<file path="src/rtl/adc_init_pkg.sv">
// Shared types and constants for the ADC init sequencer: state codes, register-table entry, default table.
// No logic here; latency n/a.
// Backpressure n/a.
package adc_init_pkg;

    localparam logic [3:0] ST_IDLE        = 4'd0;
    localparam logic [3:0] ST_RST_ASSERT  = 4'd1;
    localparam logic [3:0] ST_RST_WAIT    = 4'd2;
    localparam logic [3:0] ST_CFG_REQ     = 4'd3;
    localparam logic [3:0] ST_CFG_WAIT    = 4'd4;
    localparam logic [3:0] ST_SYNC        = 4'd5;
    localparam logic [3:0] ST_LOCK_WAIT   = 4'd6;
    localparam logic [3:0] ST_TRAIN_WAIT  = 4'd7;
    localparam logic [3:0] ST_DONE        = 4'd8;
    localparam logic [3:0] ST_FAIL        = 4'd9;
    localparam logic [3:0] ST_CFG_RD_REQ  = 4'd10;
    localparam logic [3:0] ST_CFG_RD_WAIT = 4'd11;

    typedef struct packed {
        logic [7:0]  addr;
        logic [15:0] data;
        logic [15:0] mask;
    } adc_reg_t;

    localparam int ADC_N_REGS = 8;

    // mask bits set to 1 are compared on readback; entry 0 is a self-clearing soft reset
    localparam adc_reg_t ADC_INIT_TABLE [ADC_N_REGS] = '{
        '{addr: 8'h00, data: 16'h0081, mask: 16'h0000},
        '{addr: 8'h08, data: 16'h0003, mask: 16'h00FF},
        '{addr: 8'h14, data: 16'h0011, mask: 16'hFFFF},
        '{addr: 8'h15, data: 16'h0A20, mask: 16'hFFFF},
        '{addr: 8'h16, data: 16'h0005, mask: 16'h000F},
        '{addr: 8'h21, data: 16'h1200, mask: 16'hFF00},
        '{addr: 8'h28, data: 16'h00C0, mask: 16'hFFFF},
        '{addr: 8'h42, data: 16'h8001, mask: 16'hFFFF}
    };

endpackage

</file>
<file path="src/rtl/adc_init_rom.sv">
// Register-table lookup: idx in, table entry out (zero beyond the table).
// Purely combinational, zero latency.
// No backpressure.
module adc_init_rom
    import adc_init_pkg::*;
(
    input  logic [7:0] idx,
    output adc_reg_t   entry
);

    always_comb begin
        entry = '0;
        for (int i = 0; i < ADC_N_REGS; i++) begin
            if (idx == 8'(i)) begin
                entry = ADC_INIT_TABLE[i];
            end
        end
    end

endmodule

</file>
<file path="src/rtl/adc_init_seq.sv">
// ADC power-up sequencer: reset pulse, SPI register load, sync pulse, lock/training wait, retries.
// Async status inputs see 2 cycles of synchroniser latency; ADC_INIT_READBACK_EN adds per-register readback.
// SPI request held until spi_ack; start aborts from any state.
module adc_init_seq
    import adc_init_pkg::*;
#(
    parameter int unsigned RST_CYCLES      = 10,
    parameter int unsigned RST_WAIT_CYCLES = 100,
    parameter int unsigned SYNC_CYCLES     = 4,
    parameter int unsigned LOCK_TIMEOUT    = 10000,
    parameter int unsigned TRAIN_TIMEOUT   = 1000000,
    parameter int unsigned MAX_RETRY       = 3,
    parameter int unsigned N_REGS          = ADC_N_REGS
) (
    input  logic        gclk10m_buf,
    input  logic        sys_rst_n,
    input  logic        start,
    output logic        spi_req,
    output logic        spi_rw,
    output logic [7:0]  spi_addr,
    output logic [15:0] spi_data,
    input  logic        spi_ack,
    input  logic        spi_done,
    input  logic [15:0] spi_rd_data,
    output logic        adc_rst,
    output logic        adc_sync,
    input  logic        clk_data_locked,
    input  logic        train_done,
    input  logic        train_error,
    output logic        init_done,
    output logic        init_error,
    output logic [1:0]  retry_cnt,
    output logic [3:0]  seq_state
);

    localparam logic [19:0] RST_LAST   = 20'(RST_CYCLES - 1);
    localparam logic [19:0] WAIT_LAST  = 20'(RST_WAIT_CYCLES - 1);
    localparam logic [19:0] SYNC_LAST  = 20'(SYNC_CYCLES - 1);
    localparam logic [19:0] LOCK_LAST  = 20'(LOCK_TIMEOUT - 1);
    localparam logic [19:0] TRAIN_LAST = 20'(TRAIN_TIMEOUT - 1);
    localparam logic [19:0] CNT_MAX    = '1;
    localparam logic [8:0]  IDX_LAST   = 9'(N_REGS - 1);
    localparam logic [1:0]  RETRY_MAX  = 2'(MAX_RETRY);

    logic [3:0]  state_q, state_d;
    logic [19:0] cnt_q, cnt_d;
    logic [8:0]  idx_q, idx_d;
    logic [1:0]  retry_q, retry_d;
    logic [2:0]  meta_q, meta_d, sync_q, sync_d;
    logic        lock_s, tdone_s, terr_s;
    logic        wr_done, ent_done, retry_ev;
    adc_reg_t    rom_entry;

    adc_init_rom u_rom (
        .idx   (idx_q[7:0]),
        .entry (rom_entry)
    );

    assign meta_d  = {train_error, train_done, clk_data_locked};
    assign sync_d  = meta_q;
    assign lock_s  = sync_q[0];
    assign tdone_s = sync_q[1];
    assign terr_s  = sync_q[2];

`ifdef ADC_INIT_READBACK_EN
    logic rd_done, rd_bad;
    assign rd_bad  = |((spi_rd_data ^ rom_entry.data) & rom_entry.mask);
    assign spi_req = (state_q == ST_CFG_REQ) || (state_q == ST_CFG_RD_REQ);
    assign spi_rw  = (state_q == ST_CFG_RD_REQ);
`else
    logic unused_rd;
    assign unused_rd = ^{spi_rd_data, rom_entry.mask};
    assign spi_req   = (state_q == ST_CFG_REQ);
    assign spi_rw    = 1'b0;
`endif

    assign spi_addr   = spi_req ? rom_entry.addr : '0;
    assign spi_data   = (state_q == ST_CFG_REQ) ? rom_entry.data : '0;
    assign adc_rst    = (state_q == ST_RST_ASSERT);
    assign adc_sync   = (state_q == ST_SYNC);
    assign init_done  = (state_q == ST_DONE);
    assign init_error = (state_q == ST_FAIL);
    assign retry_cnt  = retry_q;
    assign seq_state  = state_q;

    always_comb begin
        state_d  = state_q;
        cnt_d    = (cnt_q == CNT_MAX) ? cnt_q : cnt_q + 20'd1;
        idx_d    = idx_q;
        retry_d  = retry_q;
        wr_done  = 1'b0;
        ent_done = 1'b0;
        retry_ev = 1'b0;
`ifdef ADC_INIT_READBACK_EN
        rd_done  = 1'b0;
`endif
        case (state_q)
            ST_IDLE:       cnt_d = '0;
            ST_RST_ASSERT: if (cnt_q >= RST_LAST) begin
                               state_d = ST_RST_WAIT;
                               cnt_d   = '0;
                           end
            ST_RST_WAIT:   if (cnt_q >= WAIT_LAST) begin
                               state_d = ST_CFG_REQ;
                               idx_d   = '0;
                           end
            // done coinciding with ack completes the transfer in one step
            ST_CFG_REQ:    if (spi_ack) begin
                               if (spi_done) wr_done = 1'b1;
                               else          state_d = ST_CFG_WAIT;
                           end
            ST_CFG_WAIT:   wr_done = spi_done;
`ifdef ADC_INIT_READBACK_EN
            ST_CFG_RD_REQ: if (spi_ack) begin
                               if (spi_done) rd_done = 1'b1;
                               else          state_d = ST_CFG_RD_WAIT;
                           end
            ST_CFG_RD_WAIT: rd_done = spi_done;
`endif
            ST_SYNC:       if (cnt_q >= SYNC_LAST) begin
                               state_d = ST_LOCK_WAIT;
                               cnt_d   = '0;
                           end
            ST_LOCK_WAIT:  if (lock_s) begin
                               state_d = ST_TRAIN_WAIT;
                               cnt_d   = '0;
                           end else if (cnt_q >= LOCK_LAST) begin
                               retry_ev = 1'b1;
                           end
            // error has priority over a simultaneous done
            ST_TRAIN_WAIT: if (terr_s || cnt_q >= TRAIN_LAST) retry_ev = 1'b1;
                           else if (tdone_s)                  state_d  = ST_DONE;
            ST_DONE:       retry_ev = !lock_s;
            ST_FAIL:       state_d = ST_FAIL;
            default:       state_d = ST_IDLE;
        endcase
`ifdef ADC_INIT_READBACK_EN
        if (wr_done) state_d = ST_CFG_RD_REQ;
        if (rd_done) begin
            if (rd_bad) retry_ev = 1'b1;
            else        ent_done = 1'b1;
        end
`else
        ent_done = wr_done;
`endif
        if (ent_done) begin
            idx_d   = idx_q + 9'd1;
            cnt_d   = '0;
            state_d = (idx_q == IDX_LAST) ? ST_SYNC : ST_CFG_REQ;
        end
        if (retry_ev) begin
            if (retry_q < RETRY_MAX) begin
                retry_d = retry_q + 2'd1;
                state_d = ST_RST_ASSERT;
                cnt_d   = '0;
            end else begin
                state_d = ST_FAIL;
            end
        end
        if (start) begin
            retry_d = '0;
            state_d = ST_RST_ASSERT;
            cnt_d   = '0;
        end
    end

    always_ff @(posedge gclk10m_buf or negedge sys_rst_n) begin
        if (!sys_rst_n) begin
            state_q <= ST_IDLE;
            cnt_q   <= '0;
            idx_q   <= '0;
            retry_q <= '0;
            meta_q  <= '0;
            sync_q  <= '0;
        end else begin
            state_q <= state_d;
            cnt_q   <= cnt_d;
            idx_q   <= idx_d;
            retry_q <= retry_d;
            meta_q  <= meta_d;
            sync_q  <= sync_d;
        end
    end

endmodule

</file>
<file path="config.mk">
export PLATFORM = sky130hd
export DESIGN_NAME = adc_init_seq
export DESIGN_NICKNAME = d
export VERILOG_FILES = /design/src/rtl/adc_init_pkg.sv /design/src/rtl/adc_init_rom.sv /design/src/rtl/adc_init_seq.sv
export SDC_FILE = /design/constraint.sdc
export NUM_CORES = 1
export LEC_CHECK = 0
export ABC_AREA = 0
export BUFFER_PORTS_ARGS = -buffer_cell sky130_fd_sc_hd__buf_4
export CAP_MARGIN = 20
export CORE_ASPECT_RATIO = 1.25
export CORE_MARGIN = 2
export CORE_UTILIZATION = 30
export CTS_CLUSTER_DIAMETER = 100
export DETAILED_ROUTE_END_ITERATION = 7
export PLACE_DENSITY = 0.56
export SYNTH_ARGS = -nofsm -noshare
export SYNTH_HDL_FRONTEND = slang
export SYNTH_SLANG_ARGS = --single-unit
</file>
<file path="constraint.sdc">
create_clock -name gclk10m_buf -period 2.47 [get_ports gclk10m_buf]
set_input_delay 0.247 -clock gclk10m_buf [delete_from_list [all_inputs] [get_ports gclk10m_buf]]
set_output_delay 0.247 -clock gclk10m_buf [all_outputs]
set_load 0.01 [all_outputs]
</file>
==> metrics.json, run 1 <==
{
  "outcome": {
    "run_status": "completed"
  },
  "cells_and_area": {
    "fin_area_mm2": 0.00335,
    "final_layout_size_suffix_gt1_frac": 0.205,
    "antenna_cells_inserted": 0,
    "finalCoreUtilization": 0.365,
    "design.final.nets": 397,
    "synth_to_final_area_change_pct": 18.1
  },
  "clock_network": {
    "cts_max_path_buffers": 2,
    "clock-root-buffer": "clkbuf_16",
    "clock_latency_ps": 280,
    "post_cts.repair.setup_buffers": 0,
    "cts_made_buffers": 5,
    "tritoncts_num_sinks": 41,
    "number_of_h_tree_branching_levels": 2,
    "cts.reportedPaths.clkPinSlew_ps": 70,
    "cts_tree": "built"
  },
  "yosys": {
    "synth_enable_flop_cells": 0,
    "synth_sequential_area_ratio": 0.362,
    "synth_cell_types": 56,
    "async_reset_ff_frac": 1.00,
    "netlist_instances": 333,
    "synth.yosys.warnings": 0,
    "ys_seq_elements": 41,
    "synthesis.area_per_instance_um2": 8.52,
    "ys.flop_type": "dfrtp_1",
    "syn-cell-area_mm2": 0.00284
  },
  "worst_setup_path": {
    "timing.critical_path.arrival_ps": 2470,
    "rr_worst_depth": 8,
    "timing.critical_path.required_ps": 2620,
    "timing.critical_path.fanout_max": 10,
    "criticalPathCategory": "register to register",
    "cp-start-kind": "register",
    "critPathCaptureType": "register"
  },
  "drt": {
    "initial_drc_count": 119,
    "routed_wire_length_per_instance_um": 13.9,
    "routed_wl_mm": 6.80,
    "ant_nets": 0,
    "detailroute.via_count": 2469,
    "viasPerCell": 5.05,
    "drt_pass1_iterations": 4,
    "detail_route.drc_violations": 0
  },
  "timing": {
    "rsz0062_at_grt": "false",
    "max_clock_freq_mhz": 432,
    "slew-limit-headroom": 0.572,
    "worst_pin_slew_ps": 640,
    "finalHoldViolCount": 0,
    "finClkSkew_ps": 10.5,
    "setup_viol": 0,
    "final.setup.tns_ps": 0,
    "final_period_minus_worst_setup_slack_ps": 2310,
    "final_max_slew_viol_count": 0,
    "final_min_period_over_clock_period": 0.936
  },
  "power_and_ir_drop": {
    "share_comb_of_total_power": 0.311,
    "power_density_mw_per_mm2": 718,
    "post-layout-total-power_uw": 2400,
    "power.internal_uw": 1600,
    "p_clk_frac": 0.350,
    "seqPwrFrac": 0.339,
    "net-switching-power_uw": 802,
    "ir_worst_vdd_uv": 345,
    "total_leakage_power_uw": 0.00149,
    "switching_share_of_power": 0.333
  },
  "min_path": {
    "worst_hold_path.num_cells": 1,
    "min-delay-path-class": "input pin to register"
  },
  "floorplanning": {
    "floorplan.initialDensity": 0.309,
    "die-height_um": 113,
    "floorplan.die_area_mm2": 0.0103,
    "coreArea_mm2": 0.00917,
    "horizontal_extent_of_the_die_um": 91.0,
    "core.rowCount": 39,
    "top_level_ports": 60
  },
  "place": {
    "gp_congestion": 0.831,
    "number_of_buffers_added_on_ports": 36,
    "dp_hpwl_mm": 4.89,
    "place_area_mm2": 0.00314
  },
  "global_routing": {
    "grt_max_degree": 42,
    "grt_overflow": 0,
    "grt_first_pass_wirelength_mm": 11.4,
    "grt_antenna_before_repair": 0,
    "grt_util_all_layers": 0.132,
    "vias_in_the_first_global_route": 2402
  },
  "flow_run": {
    "max-cap-violations": 0
  }
}
[logic make-up after synthesis]
family                   count (synthesis)  share of synthesized area
AND/OR/NAND/NOR                        169                      0.323
multiplexers                             4                     0.0141
adder cells (fa/ha/maj)                  8                     0.0353
flip-flops                              41                      0.362
buffers and inverters                   39                     0.0869
XOR/XNOR                                16                     0.0494
other                                    1                    0.00132
AO/OA/AOI/OAI                           55                      0.128
[power by group through the flow]
stage / combinational (µW) / sequential [µW] / clock, µW
after detailed placement: 736 / 824 / 0
after global routing: 845 / 826 / 885
after global placement: 732 / 823 / 0
final: 749 / 815 / 841
after CTS: 745 / 813 / 862
after floorplan: 570 / 789 / 0
[flip-flops by register name, indices dropped and copies added, names as in the netlist]
signal,count
cnt_q,20
seq_state,4
retry_cnt,2
sync_q,3
idx_q,9
meta_q,3
[metrics by stage]
step                hold slack [ps]  cells  setup WS (ps)
detailed placement              274    479            195
finish                         65.1    489            157
floorplan                     -48.6    339            300
global route                   62.8    489           18.7
global placement                271    479            227
CTS                            62.0    488            117
[layer usage]
layer	up-vias	routed length, µm	share of wire	track usage
li1	1220	-	-	-
met1	1179	3010	0.44	0.173
met2	60	3440	0.51	0.229
met3	10	288	0.042	0.0226
met4	0	62	0.0091	0.0293
met5	-	0	0	0
[timing repair]
action                                 4_1_cts  5_1_grt
endpoints found under the hold margin       41        0
gates resized for setup                      0        0
hold buffers                                 1        0
setup endpoints to repair                    0        1
[area by class of cell]
cell class                      instances  area (µm²)
Fill cell                            1001        5820
Multi-Input combinational cell        260        1600
Sequential cell                        41        1030
Timing Repair Buffer                   44         333
Tap cell                              123         154
Clock buffer                            5         125
Clock inverter                          3        65.1
Inverter                               13        48.8
[cell usage after synthesis (all sizes together), types with 2 or more instances]
| cell type | count | area (µm²) |
|---|---|---|
| and4 | 3 | 28.8 |
| nand2 | 28 | 105 |
| dfrtp | 41 | 1030 |
| a21oi | 14 | 85.1 |
| a311o | 2 | 20.0 |
| o31ai | 2 | 15.0 |
| clkbuf | 5 | 28.8 |
| nor2 | 53 | 204 |
| nor3b | 3 | 22.5 |
| ha | 8 | 100 |
| buf | 21 | 169 |
| mux2i | 4 | 40.0 |
| or2b | 2 | 17.5 |
| nor2b | 3 | 18.8 |
| xor2 | 9 | 78.8 |
| nand3b | 3 | 35.0 |
| or3 | 2 | 12.5 |
| xnor2 | 7 | 61.3 |
| and2 | 2 | 15.0 |
| nand3 | 18 | 100 |
| and3 | 10 | 65.1 |
| o21ai | 23 | 119 |
| or4 | 2 | 15.0 |
| nand4 | 10 | 62.6 |
| inv | 13 | 48.8 |
| nand2b | 2 | 12.5 |
| o22ai | 2 | 12.5 |
| nor3 | 19 | 105 |
| nor4 | 6 | 67.6 |
| a211oi | 4 | 30.0 |
[final timing paths]
check | endpoint | slack (ps) | start
hold / removal | meta_q[1] | 70 | train_done
hold reg to reg | sync_q[0] | 350 | meta_q[0]
setup / recovery | cnt_q[7] | 160 | cnt_q[0]
min in group asynchronous | cnt_q[19] | 500 | sys_rst_n
setup reg to reg | cnt_q[7] | 160 | cnt_q[0]
max in group asynchronous | sync_q[0] | 1610 | sys_rst_n
[cells in the final DEF, fill, tap and decap left out, types with 5 or more instances in the layout]
cell / n
nor2_1: 51
buf_4: 43
dfrtp_1: 41
nand2_1: 28
o21ai_0: 19
nor3_1: 17
nand3_1: 16
inv_1: 13
a21oi_1: 12
nand4_1: 10
xor2_1: 9
and3_1: 8
ha_1: 8
xnor2_1: 7
conb_1: 7
clkbuf_16: 5
[worst max-delay path, stage by stage, from the launching register on]
cell and delay, ps:
dfrtp_1 410, ha_1 240, and2_2 200, nand4_1 150
a311o_1 320, a21o_1 240, a21oi_4 220, nand3b_2 320
nor2_1 80
(Power assumes the default switching activity.)
==> run 2: changes to the inputs <==
- HOLD_SLACK_MARGIN: default -> 0.08
- SKIP_CTS_REPAIR_TIMING: default -> 1
==> run 2 against run 1 <==
  * Final cell count grew 0.61%
  * Clock power is essentially flat
  * First-iteration DRC count increased by 1.7%
  * Routed wire length increased by 0.31%
  * Count of clock-buffer cells in the layout did not move
  * Power grew 0.17%
  * Maximum frequency barely moved
  * Non-clock buffer count increased by 3
==> metrics.json, run 2 (synthesis results as in run 1) <==
{
  "clock_network": {
    "cts_tree": "built",
    "clock-root-buffer": "clkbuf_16",
    "cts_max_path_buffers": 2,
    "cts_made_buffers": 5,
    "number_of_h_tree_branching_levels": 2,
    "tritoncts_num_sinks": 41,
    "clock_latency_ps": 280,
    "cts.reportedPaths.clkPinSlew_ps": 60
  },
  "drt": {
    "detail_route.drc_violations": 0,
    "routed_wire_length_per_instance_um": 13.9,
    "viasPerCell": 5.07,
    "initial_drc_count": 121,
    "routed_wl_mm": 6.82,
    "ant_nets": 0,
    "drt_pass1_iterations": 5,
    "detailroute.via_count": 2493
  },
  "place": {
    "dp_hpwl_mm": 4.89,
    "gp_congestion": 0.831,
    "place_area_mm2": 0.00314,
    "number_of_buffers_added_on_ports": 36,
    "post-place-cells": 479
  },
  "flow_run": {
    "max-cap-violations": 0
  },
  "floorplanning": {
    "top_level_ports": 60,
    "floorplan.die_area_mm2": 0.0103,
    "core.rowCount": 39,
    "die-height_um": 113,
    "floorplan.initialDensity": 0.309,
    "horizontal_extent_of_the_die_um": 91.0,
    "coreArea_mm2": 0.00917
  },
  "power_and_ir_drop": {
    "power_density_mw_per_mm2": 712,
    "total_leakage_power_uw": 0.00151,
    "ir_worst_vdd_uv": 344
  },
  "global_routing": {
    "grt_antenna_before_repair": 0,
    "grt_max_degree": 42,
    "grt_first_pass_wirelength_mm": 11.4,
    "grt_overflow": 0,
    "grt_util_all_layers": 0.132,
    "vias_in_the_first_global_route": 2402
  },
  "worst_setup_path": {
    "critPathCaptureType": "register",
    "criticalPathCategory": "register to register",
    "rr_worst_depth": 8,
    "timing.critical_path.arrival_ps": 2460,
    "timing.critical_path.cells": "ha_1 -> and2_2 -> nand4_1 -> a311o_1 -> a21o_1 -> a21oi_4 -> nand3b_2 -> nor2_1",
    "worst_r2r_endpoint": "cnt_q[7]",
    "rr_startpoint": "cnt_q[0]",
    "timing.critical_path.fanout_max": 10,
    "critPathMaxStageDelay_ps": 410,
    "r2r_setup_slack_ps": 160,
    "crit_slowest_cell": "dfrtp_1",
    "cp-start-kind": "register",
    "cpLargestDelayFamily": "compound AO/OA/AOI/OAI gates",
    "timing.critical_path.required_ps": 2620,
    "cp_buf_inv_count": 0
  },
  "cells_and_area": {
    "fin_area_mm2": 0.00338,
    "final_layout_size_suffix_gt1_frac": 0.203,
    "antenna_cells_inserted": 0,
    "final-seq-area_mm2": 0.00103,
    "regMostFlops": "cnt_q",
    "final_common_cell": "nor2_1",
    "design.final.nets": 400,
    "layout.filler_cells": 997,
    "layoutNonFillerInstCount": 492,
    "multi_input_area_mm2": 0.00160,
    "mostFrequentLayoutCells": "51 x nor2_1, 43 x buf_4, 41 x dfrtp_1",
    "finalCoreUtilization": 0.369,
    "synth_to_final_area_change_pct": 19.1,
    "largest_register_ff_count": 20
  },
  "outcome": {
    "run_status": "completed"
  },
  "timing": {
    "final_min_period_over_clock_period": 0.936,
    "slew-limit-headroom": 0.575,
    "worst_pin_slew_ps": 635,
    "finalHoldViolCount": 0,
    "max_clock_freq_mhz": 433,
    "rsz0062_at_grt": "false",
    "final.setup.tns_ps": 0,
    "final_max_slew_viol_count": 0,
    "final.hold.worst_slack_ps": 174,
    "finClkSkew_ps": 10.8,
    "final_period_minus_worst_setup_slack_ps": 2310,
    "setup_viol": 0
  },
  "min_path": {
    "min-delay-path-class": "input pin to register",
    "worst_hold_path.num_cells": 2,
    "hold_end": "retry_cnt[0]",
    "worst_hold_startpoint": "start"
  }
}
run 2: cell count changes in the layout (fill, tap and decap cells not counted):
cell           before  now
dlygate4sd3_1       1    4
run 2: worst reg2reg max path: stages (launching register included):
cell	delay, ps
dfrtp_1	410
ha_1	240
and2_2	200
nand4_1	150
a311o_1	320
a21o_1	240
a21oi_4	220
nand3b_2	320
nor2_1	90
run 2: how the worst max path moves through the flow:
stage                 startpoint     endpoint  slack [ps]  cells past startpoint
floorplan           seq_state[2]  spi_data[9]         300                      7
global placement        cnt_q[0]    cnt_q[18]         230                      8
detailed placement      cnt_q[0]    cnt_q[18]         200                      8
CTS                     cnt_q[0]    cnt_q[18]         120                      8
global route            cnt_q[0]    cnt_q[14]          20                      8
finish                  cnt_q[0]     cnt_q[7]         160                      8
run 2: layer usage:
metal,vias to the layer above,part of all wire,track usage
met1,1201,0.44,0.172
met2,57,0.51,0.229
met5,-,0,0
li1,1227,-,-
met3,8,0.045,0.0233
met4,0,0.0059,0.0293
run 2: layout make-up:
cell class | count | share of cell area
sequential | 41 | 0.303
clock buffer | 5 | 0.0370
clock inverter | 3 | 0.0192
tap | 123 | 0.0455
inverter | 13 | 0.0144
multi-input combinational | 260 | 0.473
timing repair buffer | 47 | 0.107
run 2: metrics by stage:
stage / total power, µW / setup slack, ps
final: 2410 / 159
after global routing: 2560 / 18.7
after CTS: 2420 / 117
after detailed placement: 1560 / 195
after global placement: 1560 / 227
after floorplan: 1360 / 300
run 2: power by group:
group,total [µW],leakage [µW],internal [µW],switching (µW)
registers,815,0.000550,726,89.0
logic,753,0.000864,303,450
clock network,841,0.0000938,577,264
